==> src/rtl/aes_pkg.sv <==
// aes_pkg: shared AES-128 key-schedule constants, state type and S-box helper
package aes_pkg;
  localparam int AES_NR = 10;
  localparam int KEY_W = 128;
  localparam int WORD_W = 32;
  typedef enum logic [1:0] {IDLE, EXPAND, READY} state_t;
  localparam logic [7:0] RCON [10] = '{8'h01, 8'h02, 8'h04, 8'h08, 8'h10, 8'h20, 8'h40, 8'h80, 8'h1b, 8'h36};
  localparam logic [7:0] SBOX [256] = '{
    8'h63, 8'h7c, 8'h77, 8'h7b, 8'hf2, 8'h6b, 8'h6f, 8'hc5, 8'h30, 8'h01, 8'h67, 8'h2b, 8'hfe, 8'hd7, 8'hab, 8'h76,
    8'hca, 8'h82, 8'hc9, 8'h7d, 8'hfa, 8'h59, 8'h47, 8'hf0, 8'had, 8'hd4, 8'ha2, 8'haf, 8'h9c, 8'ha4, 8'h72, 8'hc0,
    8'hb7, 8'hfd, 8'h93, 8'h26, 8'h36, 8'h3f, 8'hf7, 8'hcc, 8'h34, 8'ha5, 8'he5, 8'hf1, 8'h71, 8'hd8, 8'h31, 8'h15,
    8'h04, 8'hc7, 8'h23, 8'hc3, 8'h18, 8'h96, 8'h05, 8'h9a, 8'h07, 8'h12, 8'h80, 8'he2, 8'heb, 8'h27, 8'hb2, 8'h75,
    8'h09, 8'h83, 8'h2c, 8'h1a, 8'h1b, 8'h6e, 8'h5a, 8'ha0, 8'h52, 8'h3b, 8'hd6, 8'hb3, 8'h29, 8'he3, 8'h2f, 8'h84,
    8'h53, 8'hd1, 8'h00, 8'hed, 8'h20, 8'hfc, 8'hb1, 8'h5b, 8'h6a, 8'hcb, 8'hbe, 8'h39, 8'h4a, 8'h4c, 8'h58, 8'hcf,
    8'hd0, 8'hef, 8'haa, 8'hfb, 8'h43, 8'h4d, 8'h33, 8'h85, 8'h45, 8'hf9, 8'h02, 8'h7f, 8'h50, 8'h3c, 8'h9f, 8'ha8,
    8'h51, 8'ha3, 8'h40, 8'h8f, 8'h92, 8'h9d, 8'h38, 8'hf5, 8'hbc, 8'hb6, 8'hda, 8'h21, 8'h10, 8'hff, 8'hf3, 8'hd2,
    8'hcd, 8'h0c, 8'h13, 8'hec, 8'h5f, 8'h97, 8'h44, 8'h17, 8'hc4, 8'ha7, 8'h7e, 8'h3d, 8'h64, 8'h5d, 8'h19, 8'h73,
    8'h60, 8'h81, 8'h4f, 8'hdc, 8'h22, 8'h2a, 8'h90, 8'h88, 8'h46, 8'hee, 8'hb8, 8'h14, 8'hde, 8'h5e, 8'h0b, 8'hdb,
    8'he0, 8'h32, 8'h3a, 8'h0a, 8'h49, 8'h06, 8'h24, 8'h5c, 8'hc2, 8'hd3, 8'hac, 8'h62, 8'h91, 8'h95, 8'he4, 8'h79,
    8'he7, 8'hc8, 8'h37, 8'h6d, 8'h8d, 8'hd5, 8'h4e, 8'ha9, 8'h6c, 8'h56, 8'hf4, 8'hea, 8'h65, 8'h7a, 8'hae, 8'h08,
    8'hba, 8'h78, 8'h25, 8'h2e, 8'h1c, 8'ha6, 8'hb4, 8'hc6, 8'he8, 8'hdd, 8'h74, 8'h1f, 8'h4b, 8'hbd, 8'h8b, 8'h8a,
    8'h70, 8'h3e, 8'hb5, 8'h66, 8'h48, 8'h03, 8'hf6, 8'h0e, 8'h61, 8'h35, 8'h57, 8'hb9, 8'h86, 8'hc1, 8'h1d, 8'h9e,
    8'he1, 8'hf8, 8'h98, 8'h11, 8'h69, 8'hd9, 8'h8e, 8'h94, 8'h9b, 8'h1e, 8'h87, 8'he9, 8'hce, 8'h55, 8'h28, 8'hdf,
    8'h8c, 8'ha1, 8'h89, 8'h0d, 8'hbf, 8'he6, 8'h42, 8'h68, 8'h41, 8'h99, 8'h2d, 8'h0f, 8'hb0, 8'h54, 8'hbb, 8'h16
  };
  function automatic logic [WORD_W-1:0] sub_word(input logic [WORD_W-1:0] w);
    return {SBOX[w[31:24]], SBOX[w[23:16]], SBOX[w[15:8]], SBOX[w[7:0]]};
  endfunction
endpackage

==> src/rtl/aes_key_round.sv <==
// aes_key_round: one combinational AES-128 key-expansion step
module aes_key_round
  import aes_pkg::*;
(
  input  logic [KEY_W-1:0] rk_prev,
  input  logic [3:0]       round,
  output logic [KEY_W-1:0] rk_next
);
  logic [WORD_W-1:0] w0, w1, w2, w3, t, n0, n1, n2;
  logic [7:0] rc;
  assign {w0, w1, w2, w3} = rk_prev;
  assign rc = (round < 4'(AES_NR)) ? RCON[round] : 8'h00;
  assign t = sub_word({w3[23:0], w3[31:24]}) ^ {rc, 24'h0};
  assign n0 = w0 ^ t;
  assign n1 = w1 ^ n0;
  assign n2 = w2 ^ n1;
  assign rk_next = {n0, n1, n2, w3 ^ n2};
endmodule

==> src/rtl/aes_key_sched_ctrl.sv <==
// aes_key_sched_ctrl: iterative AES-128 key schedule with 11-entry round-key store
module aes_key_sched_ctrl
  import aes_pkg::*;
#(
  parameter int NUM_ROUNDS = 10,
  parameter bit REG_RD = 1'b0
) (
  input  logic             clk,
  input  logic             rst,
  input  logic             key_valid,
  output logic             key_ready,
  input  logic [KEY_W-1:0] key_in,
  input  logic             invalidate,
  output logic             busy,
  output logic             keys_valid,
  output logic             done,
  input  logic [3:0]       rk_rd_idx,
  output logic [KEY_W-1:0] rk_rd_data
);
  if (NUM_ROUNDS != AES_NR) begin : g_bad_rounds
    $error("aes_key_sched_ctrl supports only NUM_ROUNDS = 10");
  end
  state_t state, state_nx;
  logic [3:0] cnt;
  logic [KEY_W-1:0] rk [AES_NR+1];
  logic [KEY_W-1:0] rk_nx, rd_sel;
  logic accept, last;
  assign key_ready = state != EXPAND;
  assign busy = state == EXPAND;
  assign keys_valid = state == READY;
  assign accept = key_valid & key_ready;
  assign last = cnt == 4'(AES_NR - 1);
  aes_key_round u_round (
    .rk_prev (rk[cnt]),
    .round   (cnt),
    .rk_next (rk_nx)
  );
  // next state: a load beats invalidate, invalidate beats completion
  always_comb begin
    state_nx = accept ? EXPAND : invalidate ? IDLE : (busy && last) ? READY : state;
  end
  // state, round counter and completion pulse
  always_ff @(posedge clk) begin
    if (rst) begin
      state <= IDLE;
      cnt <= '0;
      done <= 1'b0;
    end else begin
      state <= state_nx;
      cnt <= accept ? 4'd0 : busy ? cnt + 4'd1 : cnt;
      done <= busy && last && !invalidate;
    end
  end
  // key store is never cleared; keys_valid masks stale or partial contents
  always_ff @(posedge clk) begin
    if (accept) rk[0] <= key_in;
    else if (busy) rk[cnt + 4'd1] <= rk_nx;
  end
  assign rd_sel = (keys_valid && rk_rd_idx <= 4'(AES_NR)) ? rk[rk_rd_idx] : '0;
  if (REG_RD) begin : g_reg_rd
    logic [KEY_W-1:0] rd_q;
    // registered read, qualified by keys_valid at the sampling edge
    always_ff @(posedge clk) begin
      rd_q <= rst ? '0 : rd_sel;
    end
    assign rk_rd_data = rd_q;
  end else begin : g_comb_rd
    assign rk_rd_data = rd_sel;
  end
endmodule

==> config.mk <==
export PLATFORM = sky130hd
export DESIGN_NAME = aes_key_sched_ctrl
export DESIGN_NICKNAME = d
export VERILOG_FILES = /design/src/rtl/aes_pkg.sv /design/src/rtl/aes_key_round.sv /design/src/rtl/aes_key_sched_ctrl.sv
export SDC_FILE = /design/constraint.sdc
export NUM_CORES = 2
export LEC_CHECK = 0
export CAP_MARGIN = 0
export CORE_AREA = 2 2 437 439
export CTS_CLUSTER_DIAMETER = 150
export CTS_CLUSTER_SIZE = 25
export DETAILED_ROUTE_END_ITERATION = 7
export DIE_AREA = 0 0 439 441
export SYNTH_ARGS = -nofsm -noshare
export SYNTH_HDL_FRONTEND = slang
export SYNTH_SLANG_ARGS = --single-unit
==> constraint.sdc <==
create_clock -name clk -period 44.1 [get_ports clk]
set_input_delay 8.82 -clock clk [delete_from_list [all_inputs] [get_ports clk]]
set_output_delay 8.82 -clock clk [all_outputs]
set_load 0.05 [all_outputs]
==> flow_summary.json <==
{
  "status": "finished clean",
  "cts_hold_buffers": 0,
  "dominantRegCellSynth": "edfxtp_1",
  "worstSetupPathType": "in2out",
  "synth-edff-count": 1408,
  "grt_pass1_wl_mm": 465,
  "grt-ovfl-total": 0,
  "critical_path_arrival_ps": 13970,
  "hpwl_mm": 209,
  "die_h_um": 441,
  "r2r_cells": 20,
  "initial_core_util_pct": 44.7,
  "final_area_sq_um": 91200,
  "async_reset_ff_share_pct": 0,
  "synth_warnings": 0,
  "min_to": "state[0]",
  "hold_start": "state[0]",
  "period_share_pct": 51.7,
  "die-area_sq_um": 194000,
  "r2r-end": "rk[2][30]",
  "power_density_nw_per_um2": 40.6,
  "cts_resized": 0,
  "setup_violations": 0,
  "p_leak_nw": 28.3,
  "clock_skew_ps": 43.7,
  "crit_path_max_fanout": 66,
  "cp.required_ps": 35280,
  "place.gp.congestion": 1.01,
  "cts_tree": "built",
  "synth_cell_types": 119,
  "postSynthAreaPerCell_sq_um": 12.6,
  "viasPerCell": 7.05,
  "filler_cell_count": 16700,
  "pre_cts_ws_ps": 21360,
  "synth_most_common_cell": "edfxtp_1",
  "antenna_left": 0,
  "synthCells": 6728,
  "grt_use_total_pct": 33.4,
  "fmax_ghz": 0.0439,
  "fin_setup_tns_ps": 0,
  "slew_viol_final": 0,
  "routed_wl_mm": 331,
  "start_kind": "input port",
  "synth_area_leader_cell": "edfxtp_1",
  "placed_cell_area_sq_um": 89300,
  "path_cells": "buf_8 > buf_4 > buf_4 > buf_4 > mux4_2 > nor2b_1 > a211oi_1 > a211oi_1 > clkdlybuf4s50_1",
  "clock_sinks": 1419,
  "critPathSlowestCell": "clkdlybuf4s50_1",
  "yosys-top-cells-count": "edfxtp_1 (1,408), nand2_1 (613), mux4_2 (500)",
  "cts-root-buf": "clkbuf_16",
  "clk_latency_ps": 750,
  "syn2layout_area_growth_pct": 7.94,
  "whs_ps": 575,
  "worst_pin_slew_ps": 1340,
  "grt_pass1_vias": 61800,
  "hold_depth": 2,
  "ys_seq_area_share_pct": 50.3,
  "wl_per_cell_um": 36.0,
  "ir_drop_v": 0.0000294,
  "rows": 160,
  "drive_above_1_share_pct": 16.3,
  "endpoint_kind": "output pin",
  "clockBufferDepth": 3,
  "core_sq_um": 189000,
  "synth_nets": 6923,
  "rsz0062_at_grt": "no",
  "synth.area.top_cells": "edfxtp_1 (50%), mux4_2 (13%), mux2i_1 (3.3%)",
  "die_w_um": 439,
  "max_slew_margin_pct": 10.2,
  "maxCapViolCount": 0,
  "port_buffers": 267,
  "fin_nets": 6842,
  "path_clk_slew_ps": 100,
  "cpPeakStageDelay_ps": 950,
  "fin_ws_ps": 21310,
  "antenna_found_initial": 16,
  "netlist_area_sq_um": 84500,
  "route.detailed.drc": 0,
  "regToRegSetupSlack_ps": 34750,
  "drt-initial-drc-count": 9662,
  "crit_top_cell": "buf_4",
  "cts_setup_buffers": 0,
  "dr.pass1.iters": 8,
  "synth-seq-cells": 1419,
  "htreeDepth": 3,
  "hold_viol": 0,
  "vias": 64800,
  "hp-class": "reg2reg",
  "grt_max_degree": 110,
  "yosysTopAreaCellShare_pct": 50.0,
  "cts_buffers": 67,
  "io_pins": 268,
  "period_needed_ps": 22790
}
## cell families (layout without fill, tap and decap cells)
group                      count (synthesis)  count (layout)  share of synthesized area (%)
other                                      0              15                              0
and+or+nand+nor                         1466            1466                           7.67
xor gates and xnor gates                 192             192                           2.36
buffers and inverters                    693             637                           4.12
AOI/OAI and AO/OA                       1990            1990                           16.3
muxes                                    909             909                           18.4
adders and majority gates                 59              59                          0.873
DFF                                     1419            1419                           50.3
## worst max-delay path: cells and delay by family
kind | cells | cell delay, ps
multiplexers | 1 | 340
buffers and inverters | 5 | 3530
AO/OA/AOI/OAI | 2 | 840
AND/OR/NAND/NOR | 1 | 130
## report_power, final
| part | total, mW | switching (mW) | internal (mW) |
|---|---|---|---|
| logic | 1.37 | 0.958 | 0.416 |
| clock network | 0.733 | 0.437 | 0.296 |
| registers | 1.60 | 0.0154 | 1.59 |
| total | 3.71 | 1.41 | 2.30 |
## how the worst max path moves through the flow
stage                       from         endpoint  slack, ps  depth (start not counted)
floorplan           rk_rd_idx[0]  rk_rd_data[101]      23020                          9
global placement    rk_rd_idx[0]   rk_rd_data[65]      21340                          9
detailed placement  rk_rd_idx[1]   rk_rd_data[82]      21360                          9
CTS                 rk_rd_idx[1]   rk_rd_data[82]      21330                          9
global route        rk_rd_idx[1]   rk_rd_data[70]      21090                          9
finish              rk_rd_idx[1]   rk_rd_data[82]      21310                          9
## layout by cell type (no fill, tap or decap), types with 47 or more instances in the layout
cell type / netlist / layout
buf_4: 69 / 211
mux4_2: 500 / 500
edfxtp_1: 1408 / 1408
nor2_1: 391 / 387
a31oi_1: 67 / 67
a311oi_1: 47 / 47
xnor2_1: 133 / 131
a21oi_1: 473 / 470
o22ai_1: 65 / 65
o211ai_1: 105 / 105
ha_1: 59 / 59
o21ai_0: 318 / 314
clkdlybuf4s50_1: 0 / 263
mux2i_1: 276 / 276
mux2_2: 116 / 116
a211oi_1: 322 / 318
nand3_1: 89 / 89
nand2_1: 613 / 613
clkbuf_16: 0 / 70
nor3_1: 86 / 82
nor2b_1: 146 / 145
## state kept, by name, summed over array words and instances, names as in the netlist, named ones only
| name | cells |
|---|---|
| cnt | 4 |
| done | 1 |
| rk | 1408 |
| state | 2 |
## layout make-up
| class | count | area, sq um | share of cell area, % |
|---|---|---|---|
| Clock buffer | 87 | 1820 | 1.99 |
| Inverter | 50 | 201 | 0.221 |
| Clock inverter | 7 | 90.1 | 0.0987 |
| Sequential cell | 1419 | 42500 | 46.6 |
| Antenna cell | 15 | 37.5 | 0.0411 |
| Timing Repair Buffer | 493 | 4550 | 4.99 |
| Tap cell | 2511 | 3140 | 3.44 |
| Multi-Input combinational cell | 4616 | 38900 | 42.6 |
## per-layer routing
layer / up-vias / share of wire [%] / track usage [%]
li1: 26700 / - / -
met1: 33300 / 38 / 44.4
met2: 4061 / 45 / 51.5
met3: 785 / 9.5 / 6.07
met4: 12 / 6.7 / 19.5
met5: - / 0.023 / 0
## stage by stage
step | power, mW | utilization, % | std cells
CTS | 3.67 | 48.2 | 9181
detailed placement | 2.95 | 47.2 | 9087
finish | 3.71 | 48.2 | 9198
floorplan | 2.43 | - | 6728
global route | 3.80 | 48.2 | 9194
global placement | 2.95 | 47.2 | 9087
Note: power is estimated with default switching activity, not from simulation.
